## src/rtl/imem_pkg.sv

```systemverilog
// Shared constants for the Hack instruction-memory arbiter: state encoding,
// word width and default geometry.
package imem_pkg;

  localparam logic ST_LOAD         = 1'b0;
  localparam logic ST_RUN          = 1'b1;
  localparam int   IMEM_DW         = 16;
  localparam int   IMEM_AW_DEF     = 8;
  localparam int   STARVE_MAX_DEF  = 15;

  typedef enum logic {
    S_LOAD = ST_LOAD,
    S_RUN  = ST_RUN
  } imem_state_e;

endpackage

```

## src/rtl/imem_arbiter_if.sv

```systemverilog
// CPU fetch, loader write and RAM port bundle of the instruction-memory arbiter.
// slave = arbiter side, master = requesters plus RAM side.
interface imem_arbiter_if #(
  parameter int AW = imem_pkg::IMEM_AW_DEF
);
  import imem_pkg::*;

  logic               cpu_req;
  logic [IMEM_DW-1:0] cpu_addr;
  logic [IMEM_DW-1:0] cpu_instr;
  logic               cpu_valid;
  logic               cpu_hold;
  logic               ld_valid;
  logic [IMEM_DW-1:0] ld_addr;
  logic [IMEM_DW-1:0] ld_data;
  logic               ld_ready;
  logic               ld_done;
  logic               ld_start;
  logic [AW-1:0]      mem_addr;
  logic               mem_we;
  logic [IMEM_DW-1:0] mem_wdata;
  logic [IMEM_DW-1:0] mem_rdata;

  modport slave (
    input  cpu_req, cpu_addr, ld_valid, ld_addr, ld_data, ld_done, ld_start, mem_rdata,
    output cpu_instr, cpu_valid, cpu_hold, ld_ready, mem_addr, mem_we, mem_wdata
  );

  modport master (
    output cpu_req, cpu_addr, ld_valid, ld_addr, ld_data, ld_done, ld_start, mem_rdata,
    input  cpu_instr, cpu_valid, cpu_hold, ld_ready, mem_addr, mem_we, mem_wdata
  );

endinterface

```

## src/rtl/imem_starve_ctr.sv

```systemverilog
// Saturating count of cycles a pending loader write has been refused;
// at_max tells the arbiter the loader must win this cycle.
module imem_starve_ctr #(
  parameter int MAX = 15,
  parameter int W   = 8
) (
  input  logic clk,
  input  logic rst_n,
  input  logic clr,
  input  logic inc,
  output logic at_max
);

  localparam logic [W-1:0] MAX_V = W'(MAX);

  logic [W-1:0] cnt_r;

  // Counter register: clear has priority over increment, holds at MAX.
  always_ff @(posedge clk or negedge rst_n) begin
    if (!rst_n) begin
      cnt_r <= {W{1'b0}};
    end else if (clr) begin
      cnt_r <= {W{1'b0}};
    end else if (inc && (cnt_r != MAX_V)) begin
      cnt_r <= cnt_r + {{(W-1){1'b0}}, 1'b1};
    end else begin
      cnt_r <= cnt_r;
    end
  end

  assign at_max = (cnt_r == MAX_V);

endmodule

```

## src/rtl/imem_arbiter.sv

```systemverilog
// Shares the single-port instruction RAM between CPU fetch and the boot loader.
// Optional IMEM_CHECKSUM_EN adds a running sum of accepted loader data.
module imem_arbiter
  import imem_pkg::*;
#(
  parameter int AW         = IMEM_AW_DEF,
  parameter int STARVE_MAX = STARVE_MAX_DEF
) (
  input  logic               clk,
  input  logic               resetn,
  imem_arbiter_if.slave      bus,
`ifdef IMEM_CHECKSUM_EN
  output logic [IMEM_DW-1:0] ld_checksum,
`endif
  output logic               state
);

  imem_state_e state_r;
  imem_state_e state_nx_s;
  logic        cpu_hold_r;
  logic        cpu_valid_r;
  logic        cpu_grant_s;
  logic        ld_grant_s;
  logic        at_max_s;
  logic        starve_inc_s;
  logic        starve_clr_s;
  logic        unused_s;

  // Next state and per-cycle grant decision.
  always_comb begin
    state_nx_s  = state_r;
    cpu_grant_s = 1'b0;
    ld_grant_s  = 1'b0;
    case (state_r)
      S_LOAD: begin
        ld_grant_s = bus.ld_valid;
        if (bus.ld_done) begin
          state_nx_s = S_RUN;
        end else begin
          state_nx_s = S_LOAD;
        end
      end
      S_RUN: begin
        if (bus.ld_start) begin
          state_nx_s = S_LOAD;
        end else begin
          state_nx_s = S_RUN;
        end
        // A starved loader beats the CPU; a reload cycle never grants the CPU.
        if (bus.ld_valid && at_max_s) begin
          ld_grant_s = 1'b1;
        end else if (bus.cpu_req && !bus.ld_start) begin
          cpu_grant_s = 1'b1;
        end else if (bus.ld_valid) begin
          ld_grant_s = 1'b1;
        end else begin
          ld_grant_s  = 1'b0;
          cpu_grant_s = 1'b0;
        end
      end
      default: begin
        state_nx_s = S_LOAD;
      end
    endcase
  end

  assign starve_inc_s = (state_r == S_RUN) && bus.ld_valid && !ld_grant_s;
  assign starve_clr_s = ld_grant_s || ((state_r == S_RUN) && bus.ld_start);

  imem_starve_ctr #(
    .MAX (STARVE_MAX),
    .W   (8)
  ) u_starve (
    .clk    (clk),
    .rst_n  (resetn),
    .clr    (starve_clr_s),
    .inc    (starve_inc_s),
    .at_max (at_max_s)
  );

  // State, CPU hold and read-valid registers; hold tracks the next state.
  always_ff @(posedge clk or negedge resetn) begin
    if (!resetn) begin
      state_r     <= S_LOAD;
      cpu_hold_r  <= 1'b1;
      cpu_valid_r <= 1'b0;
    end else begin
      state_r     <= state_nx_s;
      cpu_hold_r  <= (state_nx_s == S_LOAD);
      cpu_valid_r <= cpu_grant_s;
    end
  end

  // Reset gates the write strobe so nothing reaches the RAM while held.
  assign bus.ld_ready  = ld_grant_s & resetn;
  assign bus.mem_we    = ld_grant_s & resetn;
  assign bus.mem_addr  = cpu_grant_s ? bus.cpu_addr[AW-1:0] : bus.ld_addr[AW-1:0];
  assign bus.mem_wdata = bus.ld_data;
  assign bus.cpu_instr = bus.mem_rdata;
  assign bus.cpu_valid = cpu_valid_r;
  assign bus.cpu_hold  = cpu_hold_r;
  assign state         = state_r;

  assign unused_s = ^{bus.cpu_addr[IMEM_DW-1:AW], bus.ld_addr[IMEM_DW-1:AW]};

`ifdef IMEM_CHECKSUM_EN
  logic [IMEM_DW-1:0] cksum_r;

  // Running sum of accepted loader data, restarted when a reload begins.
  always_ff @(posedge clk or negedge resetn) begin
    if (!resetn) begin
      cksum_r <= {IMEM_DW{1'b0}};
    end else if ((state_r == S_RUN) && bus.ld_start) begin
      cksum_r <= {IMEM_DW{1'b0}};
    end else if (ld_grant_s) begin
      cksum_r <= cksum_r + bus.ld_data;
    end else begin
      cksum_r <= cksum_r;
    end
  end

  assign ld_checksum = cksum_r;
`endif

endmodule

```

## src/flat_wrapper.sv

```systemverilog
// flat-port wrapper written by rule: the top's interface ports become plain ports
module imem_arbiter_flat import imem_pkg::*;
#(
  parameter int AW         = IMEM_AW_DEF,
  parameter int STARVE_MAX = STARVE_MAX_DEF
)
  (clk, resetn, state, bus_cpu_req, bus_cpu_addr, bus_ld_valid, bus_ld_addr, bus_ld_data, bus_ld_done, bus_ld_start, bus_mem_rdata, bus_cpu_instr, bus_cpu_valid, bus_cpu_hold, bus_ld_ready, bus_mem_addr, bus_mem_we, bus_mem_wdata);
  imem_arbiter_if #(.AW(AW)) bus_i ();
  input  logic clk;
  input  logic resetn;
  output logic state;
  input wire logic [$bits(bus_i.cpu_req)-1:0] bus_cpu_req;
  input wire logic [$bits(bus_i.cpu_addr)-1:0] bus_cpu_addr;
  input wire logic [$bits(bus_i.ld_valid)-1:0] bus_ld_valid;
  input wire logic [$bits(bus_i.ld_addr)-1:0] bus_ld_addr;
  input wire logic [$bits(bus_i.ld_data)-1:0] bus_ld_data;
  input wire logic [$bits(bus_i.ld_done)-1:0] bus_ld_done;
  input wire logic [$bits(bus_i.ld_start)-1:0] bus_ld_start;
  input wire logic [$bits(bus_i.mem_rdata)-1:0] bus_mem_rdata;
  output wire logic [$bits(bus_i.cpu_instr)-1:0] bus_cpu_instr;
  output wire logic [$bits(bus_i.cpu_valid)-1:0] bus_cpu_valid;
  output wire logic [$bits(bus_i.cpu_hold)-1:0] bus_cpu_hold;
  output wire logic [$bits(bus_i.ld_ready)-1:0] bus_ld_ready;
  output wire logic [$bits(bus_i.mem_addr)-1:0] bus_mem_addr;
  output wire logic [$bits(bus_i.mem_we)-1:0] bus_mem_we;
  output wire logic [$bits(bus_i.mem_wdata)-1:0] bus_mem_wdata;
  assign bus_i.cpu_req = bus_cpu_req;
  assign bus_i.cpu_addr = bus_cpu_addr;
  assign bus_i.ld_valid = bus_ld_valid;
  assign bus_i.ld_addr = bus_ld_addr;
  assign bus_i.ld_data = bus_ld_data;
  assign bus_i.ld_done = bus_ld_done;
  assign bus_i.ld_start = bus_ld_start;
  assign bus_i.mem_rdata = bus_mem_rdata;
  assign bus_cpu_instr = bus_i.cpu_instr;
  assign bus_cpu_valid = bus_i.cpu_valid;
  assign bus_cpu_hold = bus_i.cpu_hold;
  assign bus_ld_ready = bus_i.ld_ready;
  assign bus_mem_addr = bus_i.mem_addr;
  assign bus_mem_we = bus_i.mem_we;
  assign bus_mem_wdata = bus_i.mem_wdata;
  imem_arbiter #(.AW(AW), .STARVE_MAX(STARVE_MAX)) u_core (.clk(clk), .resetn(resetn), .bus(bus_i), .state(state));
endmodule
```

## config.mk

```make
export PLATFORM = sky130hd
export DESIGN_NAME = imem_arbiter_flat
export DESIGN_NICKNAME = d
export VERILOG_FILES = /design/src/rtl/imem_pkg.sv /design/src/rtl/imem_arbiter_if.sv /design/src/rtl/imem_starve_ctr.sv /design/src/rtl/imem_arbiter.sv /design/src/flat_wrapper.sv
export SDC_FILE = /design/constraint.sdc
export NUM_CORES = 1
export LEC_CHECK = 0
export ABC_AREA = 1
export ABC_CLOCK_PERIOD_IN_PS = 2400
export CORE_ASPECT_RATIO = 0.6
export CORE_MARGIN = 5
export CORE_UTILIZATION = 28
export CTS_CLUSTER_DIAMETER = 200
export CTS_CLUSTER_SIZE = 16
export DETAILED_ROUTE_END_ITERATION = 6
export GPL_ROUTABILITY_DRIVEN = 1
export HOLD_SLACK_MARGIN = 0.1
export PLACE_DENSITY = 0.92
export RECOVER_POWER = 100
export SYNTH_ARGS = -nofsm -noshare
export SYNTH_HDL_FRONTEND = slang
export SYNTH_SLANG_ARGS = --single-unit
```

## constraint.sdc

```tcl
create_clock -name clk -period 2.4 [get_ports clk]
set_clock_uncertainty 0.05 [all_clocks]
set_input_delay 0.48 -clock clk [delete_from_list [all_inputs] [get_ports clk]]
set_output_delay 0.48 -clock clk [all_outputs]
set_load 0.1 [all_outputs]
```

# Yosys cells after proc, flatten, opt, wreduce, memory -nomap -nowiden
# Index checks and enable logic that the tools add are counted.
word_totals:
  reg_bits: 11
  input_bits: 70
  output_inout_bits: 45
  elab_cells: 33
classes:
  addsub: 1
  eq_ne: 2
  muxes: 13
  bitwise: 3
  n_reduce_logical: 10
ops:
  columns: ["op", "n"]
  rows:
  - ["2-to-1 mux 8 bit", 3]
  - ["adder 8 x 1 -> 8 bit (second input constant)", 1]
  - ["== test 8 x 4 -> 1 bit (second input constant)", 1]
  - ["2-to-1 mux 1 bit", 8]
  - ["!= test 8 x 4 -> 1 bit (second input constant)", 1]
  - ["logical AND 1 bit", 6]
  - ["one-hot mux 1 bit (2 select lines)", 2]
  - ["logical NOT 1 bit", 2]
  - ["inverter 1 bit", 2]
  - ["nonzero test 2 bit", 1]
  - ["bitwise AND 1 bit", 1]
  - ["logical OR 1 bit", 1]

# Depth between registers and ports, before layout
depth:
  word_depth: 10
  depth_mapped: 8

# By module
# Synthesis repeated with hierarchy kept, for this count alone.
unflattened:
  hier_cells: 146
  hier_area_um2: 1043.5
by_module_without_submodules:
  columns: ["module", "instances", "cells_per_inst", "area_per_inst_um2"]
  rows:
  - ["imem_arbiter", 1, 79, 550.5]
  - ["imem_starve_ctr", 1, 67, 493.0]

# Least setup slack after synthesis
# Ideal clock, no wire load.
synth_path:
  kind: "register to output"
  from: "reg u_core.state_r, in the netlist u_core.state"
  to: "out bus_mem_we"
  arrival_ns: 3.877
  slack_ns: -2.007
  stages_incl_launch_ff: 5
  cell_sequence: "dfrtp_1 -> nand2_1 -> o21ai_1 -> a21boi_0 -> buf_4"
synth_between:
  elab_chain_len: 3
synth_lines:
  columns: ["element", "line", "text"]
  rows:
  - ["from (decl)", "imem_arbiter.sv:18", "imem_state_e state_r;"]
  - ["from (signal assigned)", "imem_arbiter.sv:88", "state_r <= state_nx_s;"]
  - ["inverter 1 bit", null, null]
  - ["one-hot mux 1 bit (2 select lines) (*)", "imem_arbiter.sv:34", "case (state_r)"]
  - ["bitwise AND 1 bit (*)", null, null]
  - ["to (decl)", "flat_wrapper.sv:25", "output wire logic [$bits(bus_i.mem_we)-1:0] bus_mem_we;"]
# Every way passes the cells marked *; elsewhere a longest branch is shown, timed or not.

# Final worst setup path
layout_path:
  from: "in bus_ld_valid"
  to: "out bus_mem_addr[4]"
layout_between:
  elab_chain_len: 4
layout_lines:
  columns: ["element", "line", "text"]
  rows:
  - ["from (decl)", "flat_wrapper.sv:14", "input wire logic [$bits(bus_i.ld_valid)-1:0] bus_ld_valid;"]
  - ["logical AND 1 bit", "imem_arbiter.sv:50", "if (bus.ld_valid && at_max_s) begin"]
  - ["2-to-1 mux 1 bit", "imem_arbiter.sv:50", null]
  - ["2-to-1 mux 1 bit", "imem_arbiter.sv:34", null]
  - ["via u_core.cpu_grant_s", "imem_arbiter.sv:22", "logic cpu_grant_s;"]
  - ["2-to-1 mux 8 bit", "imem_arbiter.sv:97", "assign bus.mem_addr = cpu_grant_s ? bus.cpu_addr[AW-1:0] : bus.ld_addr[AW-1:0];"]
  - ["to (decl)", "flat_wrapper.sv:24", "output wire logic [$bits(bus_i.mem_addr)-1:0] bus_mem_addr;"]
# The timed path passes the listed nets, and every way through them passes these cells.

==> results <==
- Along the worst hold path, the cell count comes to 1.
- The number of nets in the synthesized netlist is 205.
- The area share of the largest cell type after synthesis is between 20% and 30%.
- On the worst path, the slowest cell contributes a delay of slightly below 0.5 ns.
- The number of global-route vias before repair is 717.
- The initial antenna violation count is 0.
- The die area is 4570 um2.
- In this run, distinct cell masters in the synthesized netlist total 18.
- The largest net degree at the start of global routing is 12.
- The critical path in this run is classified as primary input to output pin.
- The total wire length is 2500 um.
- For this design the static power due to leakage is 0.606 nW.
- The sequential cell area fraction in the yosys report is 30.0%.
- The category of the worst setup path capture point is an output pin.
- Buffers added to address setup during post-CTS repair amount to 0.
- The final hold violation count is 0.
- The total clock buffers created by CTS is 3.
- Net switching is 42.4% of the power.
- Before antenna repair, the detailed router went through 5 iterations.
- The most critical setup path has its startpoint at bus_ld_valid.
- The fraction of power consumed by sequential logic is 28.5%.
- The worst path arrival time is roughly 1.8 ns.
- Subtracting the final worst setup slack from the clock period gives 2.33 ns.
- The leading area contributor after synthesis is dfrtp_1.
- The number of instances in the synthesized netlist is 134.
- The die is 84.0 um wide.
- Clock tree synthesis selected as its root buffer the cell clkbuf_8.
- The critical path startpoint category is a primary input.
- IR analysis of the VDD net gives a maximum drop of between 0.0003 and 0.0004 V.
- The fraction of layout cells with a size suffix above 1 is 23.2%.
- The number of clock sinks seen by CTS is 11.
- The worst register-to-register path begins at u_core.state.
- Buffers inserted to repair hold after CTS numbered 0.
- The capture point of the worst reg-to-reg path is u_core.u_starve.cnt_r[0].
- The clock reaches the later pin of the worst-skew pair after 0.24 ns.
- In the global route stage, overall resource usage came out at 9.83%.
- In this run, the number of DRC markers left after iteration 0 of detailed routing was 31.
- Yosys mapped a number of flops with a built-in enable equal to 0.
- The mean area per synthesized cell is 6.87 um2.
- In this run the count of I/O pins placed on the die edge is 115.
- The relative area change from synthesis to final layout is 35.6%.
- Sorting the synthesized cells by how often they occur yields 46 x nand2_1, 33 x buf_4, 10 x dfrtp_1, 10 x inv_1, 10 x nor2_1.
- The clock input transition at the sequential cells of the worst setup and hold paths is 0.05 ns.
- The number of warnings printed during yosys synthesis is 0.
- Summed over all nets, the half-perimeter wirelength after detailed placement is 1930 um.
- The number of port buffers is 34.
- The number of nets in the layout is roughly 210.
- In the synthesized netlist the dominant register cell turns out to be dfrtp_1.
- The final period utilization is 97.2%.
- Adding up every negative setup slack in the final design gives 0 ns.
- The class of the most critical hold timing path is flip-flop to flip-flop.
- For the pin with the worst max-slew slack, the measured transition is 1.22 ns.
- The reported net switching power is 0.000305 W.
- Fill cells in the final layout number 334.
- The synthesized design contains 11 register bits.
- The maximum number of buffers from clock root to sink is 2.
- Timing would allow up to 429 MHz.
- The wire length of the first global-routing pass is between 3000 and 4000 um.
- The count of final max-slew check failures is 0.
- Dividing the detail-routed wire length by the instance count gives 13.3 um.
- The internal portion of the total power is 0.000415 W.
- Walking the worst path, the cells encountered are clkdlybuf4s50_1 -> nand2_1 -> nor2_2 -> nand2_4 -> nand2_4 -> inv_4 -> nand2_1 -> nand2_2 -> buf_12.
- The required time of the critical path is 1.87 ns.
- The cell count of the worst reg-to-reg path is 4.
- The number of setup violations in the final report is 0.
- The cell area power density is 577 nW/um2.
- The post-placement cell count is 182.
- The critical path's slowest cell is clkdlybuf4s50_1.
- The completed layout was analyzed and its total power is ~0.00072 W.
- For flop-to-flop paths, the worst setup slack is approximately 0.88 ns.
- The cell area after technology mapping is 921 um2.
- The initialized floorplan defines 16 standard-cell rows.
- The number of H-tree branching levels is 1.
- By area the synthesized netlist is led by dfrtp_1 27%, buf_4 27%, nand2_1 19%, inv_1 4.1%, nor2_1 4.1%.
- The number of nets with antenna violations after detailed routing is 0.
- The core region is 3200 um2.
- The combinational cell fraction of total power is between 40% and 50%.
- The antenna diode instance count is 0.
- Measured along the y axis, the die boundary spans ~54 um.
- The share of total power dissipated in the clock network is roughly a quarter.
- For this block, the via count after detailed routing is 833.
- The worst setup path endpoint is bus_mem_addr[4].
- The number of vias per cell is 4.45.
- The clock tree from TritonCTS is yes.
- Among all cell types in the netlist, the one instantiated most often is nand2_1.
- Routability-driven placement finished with a final weighted congestion of about 0.84.
- Along the worst path, the maximum fanout reaches 9.
- The flow ran to the end, and the final reports show no timing, DRC or antenna violations.
- For this run, asynchronously set or reset flops after synthesis account for 100%.
- The number of standard cells in the final layout excluding fillers is 187.
- The worst slew margin relative to its limit is 19.3%.
- The max capacitance violation total is 0.
- Once the floorplan was initialized, standard cells occupied 28.7% of the core.
- Summed over all layers, the global routing overflow is 0.
- The detailed-route DRC error count is 0.
logic make-up (layout without fill, tap and decap cells):
family | after synthesis | after routing | share of synthesized area, %
AO/OA/AOI/OAI | 8 | 8 | 4.89
XOR/XNOR | 1 | 1 | 0.951
adder cells (fa/ha/maj) | 1 | 1 | 1.36
buffers and inverters | 44 | 51 | 31.4
flip-flops | 11 | 11 | 30.0
AND/OR/NAND/NOR | 69 | 70 | 31.4
power by group through the flow:
stage	Combinational (W)	Sequential, W	Clock, W
2_1_floorplan	0.000411	0.000252	0
3_3_place_gp	0.000332	0.000207	0
3_5_place_dp	0.000337	0.000208	0
4_1_cts	0.000338	0.000205	0.000194
5_1_grt	0.000339	0.000206	0.000200
6_report	0.000327	0.000205	0.000188
final cells by class:
| type | instances | area, um2 | area share (%) |
|---|---|---|---|
| Clock buffer | 3 | 41.3 | 3.31 |
| Sequential cell | 11 | 278 | 22.2 |
| Inverter | 11 | 43.8 | 3.51 |
| Multi-Input combinational cell | 80 | 405 | 32.5 |
| Timing Repair Buffer | 36 | 419 | 33.6 |
| Clock inverter | 1 | 5.00 | 0.401 |
| Tap cell | 45 | 56.3 | 4.51 |
critical path, delay by kind of cell:
| kind | cells | cell delay [ns] |
|---|---|---|
| buffers and inverters | 3 | 0.73 |
| AND/OR/NAND/NOR | 6 | 0.58 |
sequential cells by signal (all words and copies together), names as in the netlist:
register               cells
u_core.u_starve.cnt_r      8
u_core.state               1
u_core.bus.cpu_valid       1
u_core.bus.cpu_hold        1
what timing repair did:
item | 4_1_cts | 5_1_grt
endpoints found under the hold margin | 0 | 0
pin swaps | 0 | 3
gates cloned | 0 | 1
resized for setup | 1 | 4
setup endpoints to repair | 1 | 8
worst min-delay path by stage:
stage                  from                    to
3_5_place_dp   u_core.state   u_core.bus.cpu_hold
6_report       u_core.state   u_core.bus.cpu_hold
2_1_floorplan        resetn  u_core.bus.cpu_valid
4_1_cts        u_core.state   u_core.bus.cpu_hold
3_3_place_gp   u_core.state   u_core.bus.cpu_hold
5_1_grt        u_core.state   u_core.bus.cpu_hold
cells in the final DEF, fill, tap and decap left out, drive strengths merged:
| cell | count |
|---|---|
| nor2 | 10 |
| clkdlybuf4s50 | 20 |
| a21oi | 3 |
| clkinv | 1 |
| a21o | 1 |
| nand2 | 50 |
| buf | 11 |
| nand4 | 4 |
| inv | 11 |
| nand3 | 6 |
| xor2 | 1 |
| ha | 1 |
| o21ai | 3 |
| clkbuf | 7 |
| dfstp | 1 |
| dlygate4sd3 | 1 |
| dfrtp | 10 |
| a21boi | 1 |
metrics by stage:
| step | utilization (%) | area, um2 | hold slack, ns | setup WS (ns) |
|---|---|---|---|---|
| after global placement | 37.8 | 1210 | 0.462 | 0.0737 |
| after global routing | 39.0 | 1250 | 0.513 | -0.0157 |
| after detailed placement | 37.8 | 1210 | 0.470 | -0.00345 |
| after floorplan | - | 953 | 0.134 | -0.0235 |
| after CTS | 39.3 | 1260 | 0.492 | 0.0118 |
| final | 39.0 | 1250 | 0.487 | 0.0671 |
per-layer routing:
| metal | share of wire (%) | track usage, % | vias to the layer above |
|---|---|---|---|
| met2 | 49 | 16.5 | 43 |
| met4 | 1.5 | 4.81 | 0 |
| met1 | 40 | 10.2 | 384 |
| met3 | 9.5 | 5.71 | 4 |
| met5 | 0 | 0 | - |
| li1 | - | - | 402 |
Power figures use the tool's default switching activity.
